==> src/rtl/muldiv_ctrl.sv <==
// EX-stage multiply/divide sequencer: latches one op, drives the multiplier or divider,
// stalls the pipe until the result exists, then issues a single HI/LO write.
module muldiv_ctrl #(
  parameter int unsigned MUL_LAT = 2
) (
  input  logic        clk,
  input  logic        rst,
  input  logic        op_valid,
  input  logic [1:0]  op,
  input  logic [31:0] src_a,
  input  logic [31:0] src_b,
  input  logic        flush,
  output logic        mul_signed,
  output logic [31:0] mul_ina,
  output logic [31:0] mul_inb,
  input  logic [63:0] mul_result,
  output logic        div_start,
  output logic        div_signed,
  output logic [31:0] div_opdata1,
  output logic [31:0] div_opdata2,
  output logic        div_annul,
  input  logic        div_ready,
  input  logic [63:0] div_result,
  output logic        stallreq,
  output logic        busy,
  output logic        hilo_we,
  output logic [31:0] hi_wdata,
  output logic [31:0] lo_wdata
);

  typedef enum logic [1:0] {S_IDLE, S_MUL, S_DIV, S_DONE} state_t;

  localparam logic [3:0] CNT_INIT = 4'(MUL_LAT - 1);

  state_t      state_q, state_d;
  logic [31:0] a_q, a_d, b_q, b_d;
  logic        uns_q, uns_d;   // op[0]: unsigned variant
  logic [3:0]  cnt_q, cnt_d;
  logic [31:0] hi_q, hi_d, lo_q, lo_d;

  always_ff @(posedge clk) begin
    if (rst) begin
      state_q <= S_IDLE;
      a_q     <= '0;
      b_q     <= '0;
      uns_q   <= 1'b0;
      cnt_q   <= '0;
      hi_q    <= '0;
      lo_q    <= '0;
    end else begin
      state_q <= state_d;
      a_q     <= a_d;
      b_q     <= b_d;
      uns_q   <= uns_d;
      cnt_q   <= cnt_d;
      hi_q    <= hi_d;
      lo_q    <= lo_d;
    end
  end

  always_comb begin
    state_d = state_q;
    a_d     = a_q;
    b_d     = b_q;
    uns_d   = uns_q;
    cnt_d   = cnt_q;
    hi_d    = hi_q;
    lo_d    = lo_q;
    if (flush) begin
      state_d = S_IDLE;
    end else begin
      unique case (state_q)
        S_IDLE: if (op_valid) begin
          a_d   = src_a;
          b_d   = src_b;
          uns_d = op[0];
          if (!op[1]) begin
            state_d = S_MUL;
            cnt_d   = CNT_INIT;
          end else if (src_b == 32'd0) begin
            // divide-by-zero resolves here without ever starting the divider
            state_d = S_DONE;
            hi_d    = src_a;
            lo_d    = 32'hFFFF_FFFF;
          end else begin
            state_d = S_DIV;
          end
        end
        S_MUL: if (cnt_q == 4'd0) begin
          hi_d    = mul_result[63:32];
          lo_d    = mul_result[31:0];
          state_d = S_DONE;
        end else begin
          cnt_d = cnt_q - 4'd1;
        end
        S_DIV: if (div_ready) begin
          hi_d    = div_result[63:32];
          lo_d    = div_result[31:0];
          state_d = S_DONE;
        end
        S_DONE: state_d = S_IDLE;
        default: state_d = S_IDLE;
      endcase
    end
  end

  always_comb begin
    mul_signed  = 1'b0;
    mul_ina     = a_q;
    mul_inb     = b_q;
    div_start   = 1'b0;
    div_signed  = 1'b0;
    div_opdata1 = a_q;
    div_opdata2 = b_q;
    div_annul   = 1'b0;
    stallreq    = 1'b0;
    busy        = (state_q != S_IDLE);
    hilo_we     = 1'b0;
    hi_wdata    = '0;
    lo_wdata    = '0;
    unique case (state_q)
      S_IDLE: stallreq = op_valid & ~flush;
      S_MUL: begin
        mul_signed = ~uns_q;
        stallreq   = ~flush;
      end
      S_DIV: begin
        div_signed = ~uns_q;
        div_start  = ~div_ready & ~flush;
        div_annul  = flush;
        stallreq   = ~flush;
      end
      S_DONE: if (!flush) begin
        hilo_we  = 1'b1;
        hi_wdata = hi_q;
        lo_wdata = lo_q;
      end
      default: ;
    endcase
  end

endmodule
==> config.mk <==
export PLATFORM = sky130hd
export DESIGN_NAME = muldiv_ctrl
export DESIGN_NICKNAME = d
export VERILOG_FILES = /design/src/rtl/muldiv_ctrl.sv
export SDC_FILE = /design/constraint.sdc
export NUM_CORES = 1
export LEC_CHECK = 0
export ABC_AREA = 0
export CAP_MARGIN = 10
export CORE_AREA = 2 2 156 158
export DETAILED_ROUTE_END_ITERATION = 8
export DIE_AREA = 0 0 158 160
export PLACE_DENSITY = 0.7
export SYNTH_ARGS = -nofsm -noshare
export SYNTH_HDL_FRONTEND = slang
export SYNTH_SLANG_ARGS = --single-unit
==> constraint.sdc <==
create_clock -name clk -period 2.1 [get_ports clk]
set_input_delay 0.42 -clock clk [delete_from_list [all_inputs] [get_ports clk]]
set_output_delay 0.42 -clock clk [all_outputs]
set_load 0.005 [all_outputs]
Yosys cells after proc, flatten, opt, wreduce, memory -nomap -nowiden

Index checks and enable logic that the tools add are counted.

Flip-flop bits (word level): 135
Bits of input ports: 199
Output and inout port bits: 199
Word-level logic and storage cells: 68

Add/subtract/negate cells: 1
Eq/ne operators: 10
Mux-type cells: 33
Bitwise gates (word level): 5
Reduce and logical (&&, ||, !) cells: 12

Operators with widths:

| kind                | number |
|---|---|
| $mux 32             | 14 |
| $pmux 32 s3         | 2 |
| $logic_not 32->1    | 1 |
| $ne 2x2->1 const B  | 7 |
| $mux 4              | 3 |
| $mux 2              | 4 |
| $pmux 2 s4          | 1 |
| $pmux 4 s2          | 1 |
| $mux 1              | 7 |
| $reduce_and 7->1    | 1 |
| $reduce_and 3->1    | 2 |
| $reduce_and 5->1    | 1 |
| $eq 2x2->1 const B  | 2 |
| $logic_not 4->1     | 1 |
| $reduce_bool 2->1   | 2 |
| $reduce_or 2->1     | 2 |
| $sub 4x1->4 const B | 1 |
| $not 1->1           | 3 |
| $reduce_bool 3->1   | 1 |
| $and 1x1->1         | 2 |
| $eq 2x1->1 const B  | 1 |
| $logic_not 2->1     | 1 |
| $pmux 1 s2          | 1 |

Depth between registers and ports, before layout

Gate-level depths: netlist of run 1.

Word-level depth: 5
Depth in mapped cells: 10

Worst setup path after synthesis of run 1

OpenSTA, ideal clock, no wires.

Path kind: register to register
From: reg state_q[0]
To: reg lo_q[10]
Setup time: 0.121 ns
Data arrival time: 1.979 ns
Data required time: 1.979 ns
Path slack: 0.000 ns
Cell stages (with the launch flop): 10
Path buffers: 3
Clock period less this slack: 2.100 ns
Cells stage by stage: dfxtp_1 inv_1 ha_1 clkbuf_1 a21boi_0 nor4b_1 a21oi_1 buf_6 buf_6 mux2_4

Word-level cells in the longest chain between the ends: 3

RTL lines:

| element                                                                 | RTL line | source |
|---|---|---|
| start, declared                                                         | 35       | `state_t state_q, state_d;` |
| start signal, assigned                                                  | 51       | `state_q <= state_d;` |
| $eq 2x1->1 (tied with other cells)                                      | 72       | `unique case (state_q)` |
| $ne 2x2->1 (no source line) / $reduce_bool 3->1 (equally long branches) | --       |  |
| $reduce_and 7->1 (no source line)                                       | --       |  |
| end signal, assigned                                                    | 57       | `lo_q <= lo_d;` |
| end, declared                                                           | 39       | `logic [31:0] hi_q, hi_d, lo_q, lo_d;` |

Parallel ways exist; a longest one is shown, timed or not.
A chain may end at the register's enable or synchronous reset.

Worst setup path after layout of run 1

From: reg state_q[1]
To: out hi_wdata[9]

Word-level cells in the longest chain between the ends: 2

RTL lines:

| element       | RTL line | source |
|---|---|---|
| $eq 2x2->1    | 121      | `unique case (state_q)` |
| $mux 32       | 121      |  |
| end, declared | 27       | `output logic [31:0] hi_wdata,` |

Every way passes these cells.

==> summary.txt, run 1 <==
Global routing
  • Largest net degree at the start of global routing: 66
  • Vias in the first global route: 7707
  • Initial antenna violation count: 0
  • First-pass GRT wire length: approximately 44000 microns
  • Grt ovf: 0
  • Total GRT Usage: 22.5%

Yosys
  • Yosys reg bits: 135
  • Synth Instances: 895
  • Sequential area share after synthesis: 36.4%
  • Unique masters post-synth: 35
  • Syn_nets: 1101
  • Synth Warn #: 0
  • Main synth FF type: dfxtp_1
  • Async set-or-reset flop fraction in the synthesized netlist: 0%
  • Syn avg cell area: 8.30 sq um
  • Mapped cell area: 7430 sq um
  • Post-synth EDFFs: 0

Drt
  • Routed WL per cell: 18.3 microns
  • DRC: 0
  • Via-per-instance ratio: ~4.8
  • Routed Antenna Nets: 0
  • Routed via count: around 7700
  • Final WL: 29400 microns
  • Iteration-0 DRC Markers: 325
  • TritonRoute pass-1 iters: 5

Cells and area
  • Area added between synthesis and finish: 79.4%
  • Post-layout nets: 1475
  • N_diodes: 0
  • Fin area: approximately 13000 sq um
  • Fillers: 2205
  • Ratio of cells with drive above 1 in the final layout: 25.3%
  • Area of the multi-input gates: between 4000 and 5000 sq um
  • Finished Layout Cells: 1606
  • Reg area: 2710 sq um

Hold path
  • Min-delay worst type: in -> reg
  • Hold Crit Endpoint: div_opdata2[21]
  • Worst hold stages: 3
  • Hold path startpoint: src_b[21]

Timing
  • Fmax: 443 MHz
  • Rel. slew slack: 53.2%
  • Fin. max-slew vios: 0
  • Final WS setup: -0.159 ns
  • Final worst-path cycle share: 108%
  • Hold_ws: between 0.3 and 0.4 ns
  • Final Hold Vio Count: 0
  • Worst-Margin Slew: about 0.7 ns
  • Setup Viol. Count Final: 59
  • Final critical-path required period: 2.26 ns
  • Worst Skew: 0.0117 ns
  • RSZ-0062 raised after global routing: true

Setup path
  • Crit path DAT: 1.84 ns
  • CP required: ~1.7 ns
  • Crit. End Element: output pin
  • R2r setup slk: -0.03 ns
  • CP dominant cell by count: buf_12
  • Crit-path max cell delay: about 0.36 ns
  • Worst path cell trace: ha_4, nor2b_4, buf_12, buf_12, buf_16, buf_12, and2_4, buf_6
  • Worst reg2reg startpoint: state_q[0]
  • Critical Path Source: state_q[1]
  • Crit path buf inv count: 5
  • Kind of cell adding the most delay to the critical path: buffers and inverters
  • Startpoint types: flip-flop
  • Worst-path maximum fanout: 5
  • Worst Reg2Reg Path Length in Cells: 11
  • CP Class: reg -> out
  • Reg-to-Reg End: lo_q[24]
  • CP max stage cell: dfxtp_2

Clock tree
  • Worst-Skew Late Latency: 0.41 ns
  • Root Driver: clkbuf_16
  • Sink Count: roughly 140
  • CTS tree: yes
  • CTS Buf Count: 17
  • Buffer depth of the longest clock path: 2
  • Clk pin slew, worst setup/hold paths: around 0.060 ns
  • CTS H-tree lvls: 4

Die
  • I/O Pins: 398
  • Die Width: 158 microns
  • Core Area: 23800 sq um
  • Chip Height: 160 microns
  • Initial core utilization: 31.2%
  • Site Rows: 57
  • Die ar.: 25300 sq um

Power
  • Maximum vdd drop: 374 uV
  • Total chip power: 7.36 mW
  • Pleak: approximately 5.5 nW
  • Power per cell area: 552 nW/um^2

Placement
  • Pre-CTS worst setup slack: -0.608 ns
  • IO buf count: 397
  • Routability-driven placement congestion ratio: roughly 0.85
  • Placed cell area: 11500 sq um
  • Dpl hpwl: 19800 microns
  • Cells after DPL: 1523

Outcome
  • Status: finished with violations
  • Violated checks: negative setup slack

Job
  • MaxCap Viol Count: 0
-- routing by layer --
layer | up-vias | global-route usage [%] | part of all wire (%)
li1 | 3743 | - | -
met1 | 3648 | 26.4 | 40
met2 | 303 | 39.6 | 51
met3 | 36 | 5.26 | 6.1
met4 | 0 | 8.27 | 2.4
met5 | - | 0 | 0
-- cell type report --
type                       instances  share of cell area (%)
inverter                           8                   0.338
clock buffer                      19                    3.32
timing repair buffer             496                    40.1
clock inverter                    13                    1.09
tap                              324                    3.04
multi-input combinational        611                    31.9
sequential                       135                    20.3
-- flip-flops by register name, indices dropped and copies added (netlist names) --
register     flops
uns_q            1
state_q          2
div_opdata1     32
div_opdata2     32
lo_q            32
hi_q            32
cnt_q            4
-- worst register-to-register path, delay by kind of cell (launching register included) --
family	cells	cell delay [ns]
AOI/OAI and AO/OA	2	0.19
adders and majority gates	1	0.16
buffers and inverters	6	0.72
DFF	1	0.34
muxes	1	0.29
and+or+nand+nor	1	0.32
-- worst max path at each step --
stage / to / slack (ns) / cells past startpoint
3_3_place_gp: lo_q[22] / -0.66 / 9
2_1_floorplan: lo_q[10] / 0.0002 / 9
6_report: hi_wdata[9] / -0.16 / 8
4_1_cts: hi_wdata[21] / -0.20 / 6
3_5_place_dp: lo_q[14] / -0.61 / 9
5_1_grt: hi_wdata[9] / -0.23 / 8
-- repair_timing --
| action | CTS | global route |
|---|---|---|
| hold endpoints to repair | 0 | 0 |
| pin swaps | 40 | 40 |
| buffers inserted | 32 | 9 |
| resized for setup | 380 | 112 |
| hold buffers | 0 | 0 |
| cloned | 17 | 0 |
| endpoints found under the setup margin | 125 | 135 |
-- report_power, final --
group,internal (mW),switching (mW)
Sequential,2.65,0.0747
Combinational,0.927,0.680
Clock,1.79,1.23
Total,5.37,1.99
-- cell families after synthesis --
kind of cell,share of synthesized area [%]
compound gates,18.3
fa+ha+maj,1.18
buf+inv,11.3
flops,36.4
mux,10.7
simple gates,22.1
-- per-stage QoR --
stage | utilization, % | setup TNS, ns
after detailed placement | 48.4 | -56.91
after global routing | 56.0 | -10.25
after global placement | 48.4 | -60.33
final | 56.0 | -2.95
after floorplan | - | 0
after CTS | 54.8 | -7.86
-- Yosys cell counts, types with 9 or more instances --
| cell type | n | share of area, % |
|---|---|---|
| buf_1 | 13 | 0.66 |
| mux2_4 | 28 | 5.7 |
| a22oi_1 | 65 | 6.6 |
| nor2b_1 | 34 | 2.9 |
| mux2i_1 | 33 | 4.4 |
| nor2_1 | 41 | 2.1 |
| nand2b_1 | 36 | 3.0 |
| a21oi_1 | 101 | 6.8 |
| nand2_1 | 137 | 6.9 |
| a211o_1 | 32 | 3.8 |
| clkbuf_1 | 55 | 2.8 |
| buf_4 | 67 | 6.8 |
| dfxtp_1 | 135 | 36 |
| nor4_1 | 9 | 0.76 |
| and2_1 | 66 | 5.6 |
-- placed cells by master, fill, tap and decap left out, types with 3 or more instances in the layout --
| cell | Yosys | routed |
|---|---|---|
| nor2b_1 | 34 | 33 |
| clkbuf_16 | 0 | 17 |
| mux2_4 | 28 | 28 |
| and2_1 | 66 | 12 |
| inv_4 | 0 | 3 |
| a22oi_1 | 65 | 58 |
| a21oi_1 | 101 | 98 |
| clkdlybuf4s50_1 | 0 | 304 |
| nand2b_1 | 36 | 35 |
| dlygate4sd2_1 | 0 | 18 |
| clkinv_4 | 0 | 3 |
| and2_4 | 0 | 54 |
| clkinvlp_4 | 0 | 3 |
| nor4_2 | 1 | 6 |
| a22oi_2 | 0 | 7 |
| inv_6 | 0 | 3 |
| inv_1 | 8 | 4 |
| mux2_2 | 4 | 4 |
| buf_12 | 0 | 16 |
| dlymetal6s2s_1 | 0 | 6 |
| nand2_1 | 137 | 136 |
| dfxtp_1 | 135 | 133 |
| nor2_1 | 41 | 40 |
| buf_6 | 4 | 71 |
| clkbuf_2 | 0 | 3 |
| buf_2 | 2 | 13 |
| nor4_1 | 9 | 3 |
| buf_4 | 67 | 46 |
| a211o_1 | 32 | 32 |
| mux2i_1 | 33 | 33 |
| buf_16 | 0 | 16 |
| ha_4 | 0 | 4 |
| ha_1 | 7 | 3 |
Note: power is estimated with default switching activity, not from simulation.
==> run 2: changes to the inputs <==
--- a/config.mk
+++ b/config.mk
@@ -10,7 +10,9 @@
 export CORE_AREA = 2 2 156 158
 export DETAILED_ROUTE_END_ITERATION = 8
 export DIE_AREA = 0 0 158 160
+export GPL_TIMING_DRIVEN = 1
 export PLACE_DENSITY = 0.7
 export SYNTH_ARGS = -nofsm -noshare
 export SYNTH_HDL_FRONTEND = slang
 export SYNTH_SLANG_ARGS = --single-unit
+export TNS_END_PERCENT = 50
==> run 2 against run 1 <==
Compared with the run above: the flow still finishes with violations (negative setup slack); via count is 0.12% lower; utilization down 0.69 points; first-iteration DRC count is 20% higher; clock skew barely moved; critical endpoint unchanged.
==> summary.txt, run 2 (same netlist as run 1, synthesis figures left out) <==
Placement
  • IO buf count: 397
  • Routability-driven placement congestion ratio: between 0.8 and 0.9
  • Dpl hpwl: 19800 microns
  • Placed cell area: 11500 sq um

Timing
  • Rel. slew slack: 52.6%
  • RSZ-0062 raised after global routing: true
  • Fin. max-slew vios: 0
  • Final critical-path required period: 2.26 ns
  • Worst Skew: 0.0116 ns
  • Final WS setup: -0.156 ns
  • Final Hold Vio Count: 0
  • Final worst-path cycle share: 107%
  • Setup_tns: -4.79 ns
  • Worst-Margin Slew: 0.711 ns
  • Hold_ws: 0.290 ns
  • Fmax: around 440 MHz
  • Setup Viol. Count Final: 102

Clock tree
  • Buffer depth of the longest clock path: 2
  • Sink Count: ~140
  • CTS tree: yes
  • CTS Buf Count: 17
  • Clk pin slew, worst setup/hold paths: 0.06 ns
  • Worst-Skew Late Latency: 0.42 ns
  • Root Driver: clkbuf_16
  • CTS H-tree lvls: 4

Job
  • MaxCap Viol Count: 0

Die
  • Initial core utilization: 31.2%
  • Site Rows: 57
  • Die Width: 158 microns
  • Chip Height: 160 microns
  • Die ar.: 25300 sq um
  • I/O Pins: 398
  • Core Area: 23800 sq um

Setup path
  • Reg-to-Reg End: lo_q[31]
  • Crit path DAT: between 1.5 and 2 ns
  • Crit-path max cell delay: 0.35 ns
  • Kind of cell adding the most delay to the critical path: buffers and inverters
  • Worst reg2reg startpoint: state_q[0]
  • Crit path buf inv count: 5
  • Worst-path maximum fanout: 5
  • CP required: 1.68 ns
  • R2r setup slk: -0.09 ns
  • CP Class: reg -> out
  • CP max stage cell: dfxtp_2
  • Worst Reg2Reg Path Length in Cells: 11
  • CP dominant cell by count: buf_12
  • Startpoint types: flip-flop
  • Crit. End Element: output pin
  • Worst path cell trace: ha_4, nor2b_4, buf_12, buf_12, buf_16, buf_12, and2_4, buf_6

Cells and area
  • Ratio of cells with drive above 1 in the final layout: 22.8%
  • Post-layout nets: 1471
  • N_diodes: 0
  • Most common library cell in the layout ignoring fill and taps: clkdlybuf4s50_1
  • Most frequent cells in the layout: 303 x clkdlybuf4s50_1, 136 x nand2_1, 133 x dfxtp_1
  • Fin area: about 13000 sq um
  • Area added between synthesis and finish: 77.2%

Drt
  • Routed Antenna Nets: 0
  • DRC: 0
  • Iteration-0 DRC Markers: between 300 and 400
  • TritonRoute pass-1 iters: 5
  • Final WL: 29300 microns
  • Routed WL per cell: 18.3 microns
  • Via-per-instance ratio: roughly 4.8
  • Routed via count: just under 8000

Global routing
  • Total GRT Usage: 21.1%
  • Initial antenna violation count: 0
  • Vias in the first global route: 7401
  • Largest net degree at the start of global routing: 66
  • Grt ovf: 0
  • First-pass GRT wire length: between 40000 and 50000 microns

Power
  • Pleak: 5.55 nW
  • Maximum vdd drop: 376 uV
  • Power per cell area: 556 nW/um^2
  • Total chip power: ~7.3 mW

Hold path
  • Hold path startpoint: src_b[2]
  • Hold Crit Endpoint: div_opdata2[2]
  • Worst hold stages: 3
  • Min-delay worst type: in -> reg

Outcome
  • Status: finished with violations
  • Violated checks: negative setup slack
-- run 2: power by group --
group | total (mW) | switching [mW] | internal, mW | leakage (nW)
clock | 3.03 | 1.23 | 1.79 | 0.280
sequential | 2.73 | 0.0747 | 2.65 | 1.10
combinational | 1.57 | 0.665 | 0.907 | 4.18
total | 7.33 | 1.97 | 5.35 | 5.55
-- run 2: final cells by class --
type / count / area (sq um)
multi-input combinational: 611 / 4170
timing repair buffer: 492 / 5270
fill: 2200 / 10600
inverter: 8 / 40.0
clock inverter: 13 / 145
sequential: 135 / 2710
clock buffer: 19 / 443
tap: 324 / 405
-- run 2: through the flow --
stage	worst slack [ns]	util, %	std cells
detailed placement	-0.608	48.4	1523
CTS	-0.203	52.6	1574
floorplan	0.000155	-	895
global route	-0.216	55.3	1602
global placement	-0.664	48.4	1523
finish	-0.156	55.3	1602
-- run 2: repair_timing --
| action | in CTS | in global routing |
|---|---|---|
| endpoints found under the setup margin | 125 | 126 |
| setup buffers | 13 | 18 |
| resized for setup | 309 | 104 |
| pin swaps | 22 | 33 |
| gates cloned | 7 | 11 |
| hold buffers | 0 | 0 |
-- run 2: per-layer routing --
metal	global-route usage, %	vias up	wire length [microns]
met4	6.67	0	564
met5	0	-	0
li1	-	3733	-
met2	36.9	303	14700
met3	4.91	27	1850
met1	25.3	3658	12200
-- run 2: worst max path at each step --
stage / from / to / depth (start not counted)
after floorplan: state_q[0] / lo_q[10] / 9
after global placement: src_b[16] / lo_q[22] / 9
after detailed placement: src_b[16] / lo_q[14] / 9
after CTS: state_q[0] / hi_wdata[21] / 6
after global routing: state_q[0] / hi_wdata[9] / 8
final: state_q[1] / hi_wdata[9] / 8
-- run 2: worst reg2reg max path, cell delays in order, from the launching register on --
cell and delay (ns):
dfxtp_2 0.35, buf_4 0.14, buf_4 0.13, ha_4 0.17, inv_4 0.05, o21ai_4 0.20
buf_6 0.13, nor3_2 0.04, a21oi_4 0.18, buf_12 0.19, clkbuf_16 0.18, mux2_2 0.33
==> run 3: changes to the inputs <==
--- a/config.mk
+++ b/config.mk
@@ -12,6 +12,7 @@
 export DIE_AREA = 0 0 158 160
 export GPL_TIMING_DRIVEN = 1
 export PLACE_DENSITY = 0.7
+export REMOVE_ABC_BUFFERS = 1
 export SYNTH_ARGS = -nofsm -noshare
 export SYNTH_HDL_FRONTEND = slang
 export SYNTH_SLANG_ARGS = --single-unit
==> run 3 against run 2 <==
Compared with the run above: the flow still finishes with violations (negative setup slack); global-route usage shrank 0.20 points; critical path depth is the same; routed wire length fell by 2.5%; clock power fell by 6.6%; sequential cell count unchanged; setup slack improved by 0.033 ns; register-to-register slack is essentially flat; combinational power is essentially flat; via count is 1.1% lower; sequential share of layout area rose by 0.19 points; non-clock buffer count grew 9; total power is 2.8% lower; critical endpoint is now lo_wdata[5].
==> summary.txt, run 3 (same netlist as run 1, synthesis figures left out) <==
Outcome
  • Status: finished with violations
  • Violated checks: negative setup slack

Drt
  • TritonRoute pass-1 iters: 5
  • Iteration-0 DRC Markers: between 300 and 400
  • Final WL: 28600 microns
  • Via-per-instance ratio: approximately 4.7
  • Routed Antenna Nets: 0
  • DRC: 0
  • Routed via count: 7635
  • Routed WL per cell: ~18 microns

Timing
  • Final critical-path required period: between 2 and 2.5 ns
  • Final Hold Vio Count: 0
  • Fin. max-slew vios: 0
  • RSZ-0062 raised after global routing: true
  • Worst Skew: 0.00766 ns
  • Setup_tns: -3.47 ns
  • Rel. slew slack: 46.8%
  • Final WS setup: -0.123 ns
  • Final worst-path cycle share: 106%
  • Worst-Margin Slew: approximately 0.8 ns
  • Setup Viol. Count Final: 73
  • Fmax: 450 MHz

Hold path
  • Min-delay worst type: in -> reg
  • Hold path startpoint: src_b[16]
  • Worst hold stages: 3
  • Hold Crit Endpoint: div_opdata2[16]

Setup path
  • Critical Path Source: state_q[1]
  • Worst Reg2Reg Path Length in Cells: 11
  • Startpoint types: flip-flop
  • CP required: 1.68 ns
  • Reg-to-Reg End: lo_q[31]
  • Worst-path maximum fanout: 5
  • Crit path DAT: 1.80 ns
  • Crit. End Element: output pin
  • Worst reg2reg startpoint: state_q[0]
  • R2r setup slk: -0.08 ns
  • CP Class: reg -> out

Cells and area
  • Ratio of cells with drive above 1 in the final layout: 24.8%
  • Most common library cell in the layout ignoring fill and taps: clkdlybuf4s50_1
  • Finished Layout Cells: 1610
  • Fin util: 54.8%
  • Post-layout nets: 1480
  • N_diodes: 0
  • Area added between synthesis and finish: 75.7%
  • Most frequent cells in the layout: 321 x clkdlybuf4s50_1, 137 x nand2_1, 133 x dfxtp_1

Die
  • Die ar.: 25300 sq um
  • Die Width: 158 microns
  • Site Rows: 57
  • I/O Pins: about 400
  • Core Area: 23800 sq um
  • Initial core utilization: 31.2%
  • Chip Height: 160 microns

Job
  • MaxCap Viol Count: 0

Clock tree
  • CTS Buf Count: 17
  • CTS H-tree lvls: 4
  • Clk pin slew, worst setup/hold paths: 0.06 ns
  • Post-CTS Hold Buffers: 0
  • Root Driver: clkbuf_16
  • Worst-Skew Late Latency: 0.41 ns
  • CTS tree: yes
  • Sink Count: 135
  • Buffer depth of the longest clock path: 2

Placement
  • Dpl hpwl: 18900 microns
  • Pre-CTS worst setup slack: -0.383 ns
  • Cells after DPL: 1533
  • Routability-driven placement congestion ratio: 0.811
  • IO buf count: 397

Global routing
  • Largest net degree at the start of global routing: 66
  • First-pass GRT wire length: 41000 microns
  • Total GRT Usage: between 20% and 30%
  • Vias in the first global route: 7497
  • Initial antenna violation count: 0
  • Grt ovf: 0

Power
  • Maximum vdd drop: between 400 and 500 uV
  • Total chip power: 7.12 mW
  • Power per cell area: 545 nW/um^2
  • Pleak: 5.34 nW
==> run 3: changes by cell type in the layout (fill, tap and decap cells not counted), moves of 6 or more <==
cell | before | now
and2_1 | 27 | 19
buf_8 | 2 | 11
a22oi_2 | 0 | 6
buf_12 | 17 | 11
and2_4 | 39 | 47
buf_4 | 48 | 61
clkdlybuf4s50_1 | 303 | 321
dlygate4sd2_1 | 11 | 2
buf_6 | 50 | 59
dlymetal6s2s_1 | 19 | 3
a22oi_1 | 65 | 59
==> run 3: worst max-delay path by stage <==
stage | to | slack [ns] | cells past startpoint
after floorplan | lo_q[0] | -5.46 | 7
after global placement | hi_wdata[12] | -0.37 | 5
after detailed placement | hi_wdata[16] | -0.38 | 5
after CTS | lo_wdata[9] | -0.16 | 8
after global routing | lo_wdata[13] | -0.19 | 8
final | lo_wdata[5] | -0.12 | 8
==> run 3: final cells by class <==
| class | instances | area [sq um] |
|---|---|---|
| Fill cell | 2195 | 10800 |
| Timing Repair Buffer | 501 | 5160 |
| Multi-Input combinational cell | 611 | 4200 |
| Sequential cell | 135 | 2710 |
| Clock buffer | 20 | 457 |
| Tap cell | 324 | 405 |
| Clock inverter | 11 | 101 |
| Inverter | 8 | 35.0 |
==> run 3: per-layer routing <==
metal,routed length [microns],up-vias,global-route usage (%)
met3,1430,22,3.61
met5,0,-,0
li1,-,3750,-
met1,11600,3623,24.8
met4,366,0,5.53
met2,15100,240,38.3
==> run 3: timing repair <==
| action | in CTS | in global routing |
|---|---|---|
| buffers inserted | 20 | 17 |
| setup endpoints to repair | 124 | 120 |
| gates resized for setup | 383 | 77 |
| cloned | 8 | 7 |
| pin swaps | 27 | 32 |
==> run 3: where the power goes <==
part           switching (mW)  internal (mW)  total [mW]
registers              0.0744           2.65        2.73
clock network            1.15           1.68        2.83
logic                   0.648          0.911        1.56
==> run 3: critical path: stages, from the launching register on <==
cell     delay [ns]
dfxtp_4        0.35
ha_4           0.16
nor2b_4        0.14
buf_6          0.13
buf_12         0.13
buf_16         0.13
buf_12         0.12
and2_4         0.13
buf_6          0.11
==> run 3: through the flow <==
step	area, sq um	hold WS, ns
2_1_floorplan	6620	0.444
3_3_place_gp	11600	0.456
3_5_place_dp	11600	0.462
4_1_cts	12600	0.367
5_1_grt	13100	0.311
6_report	13100	0.317
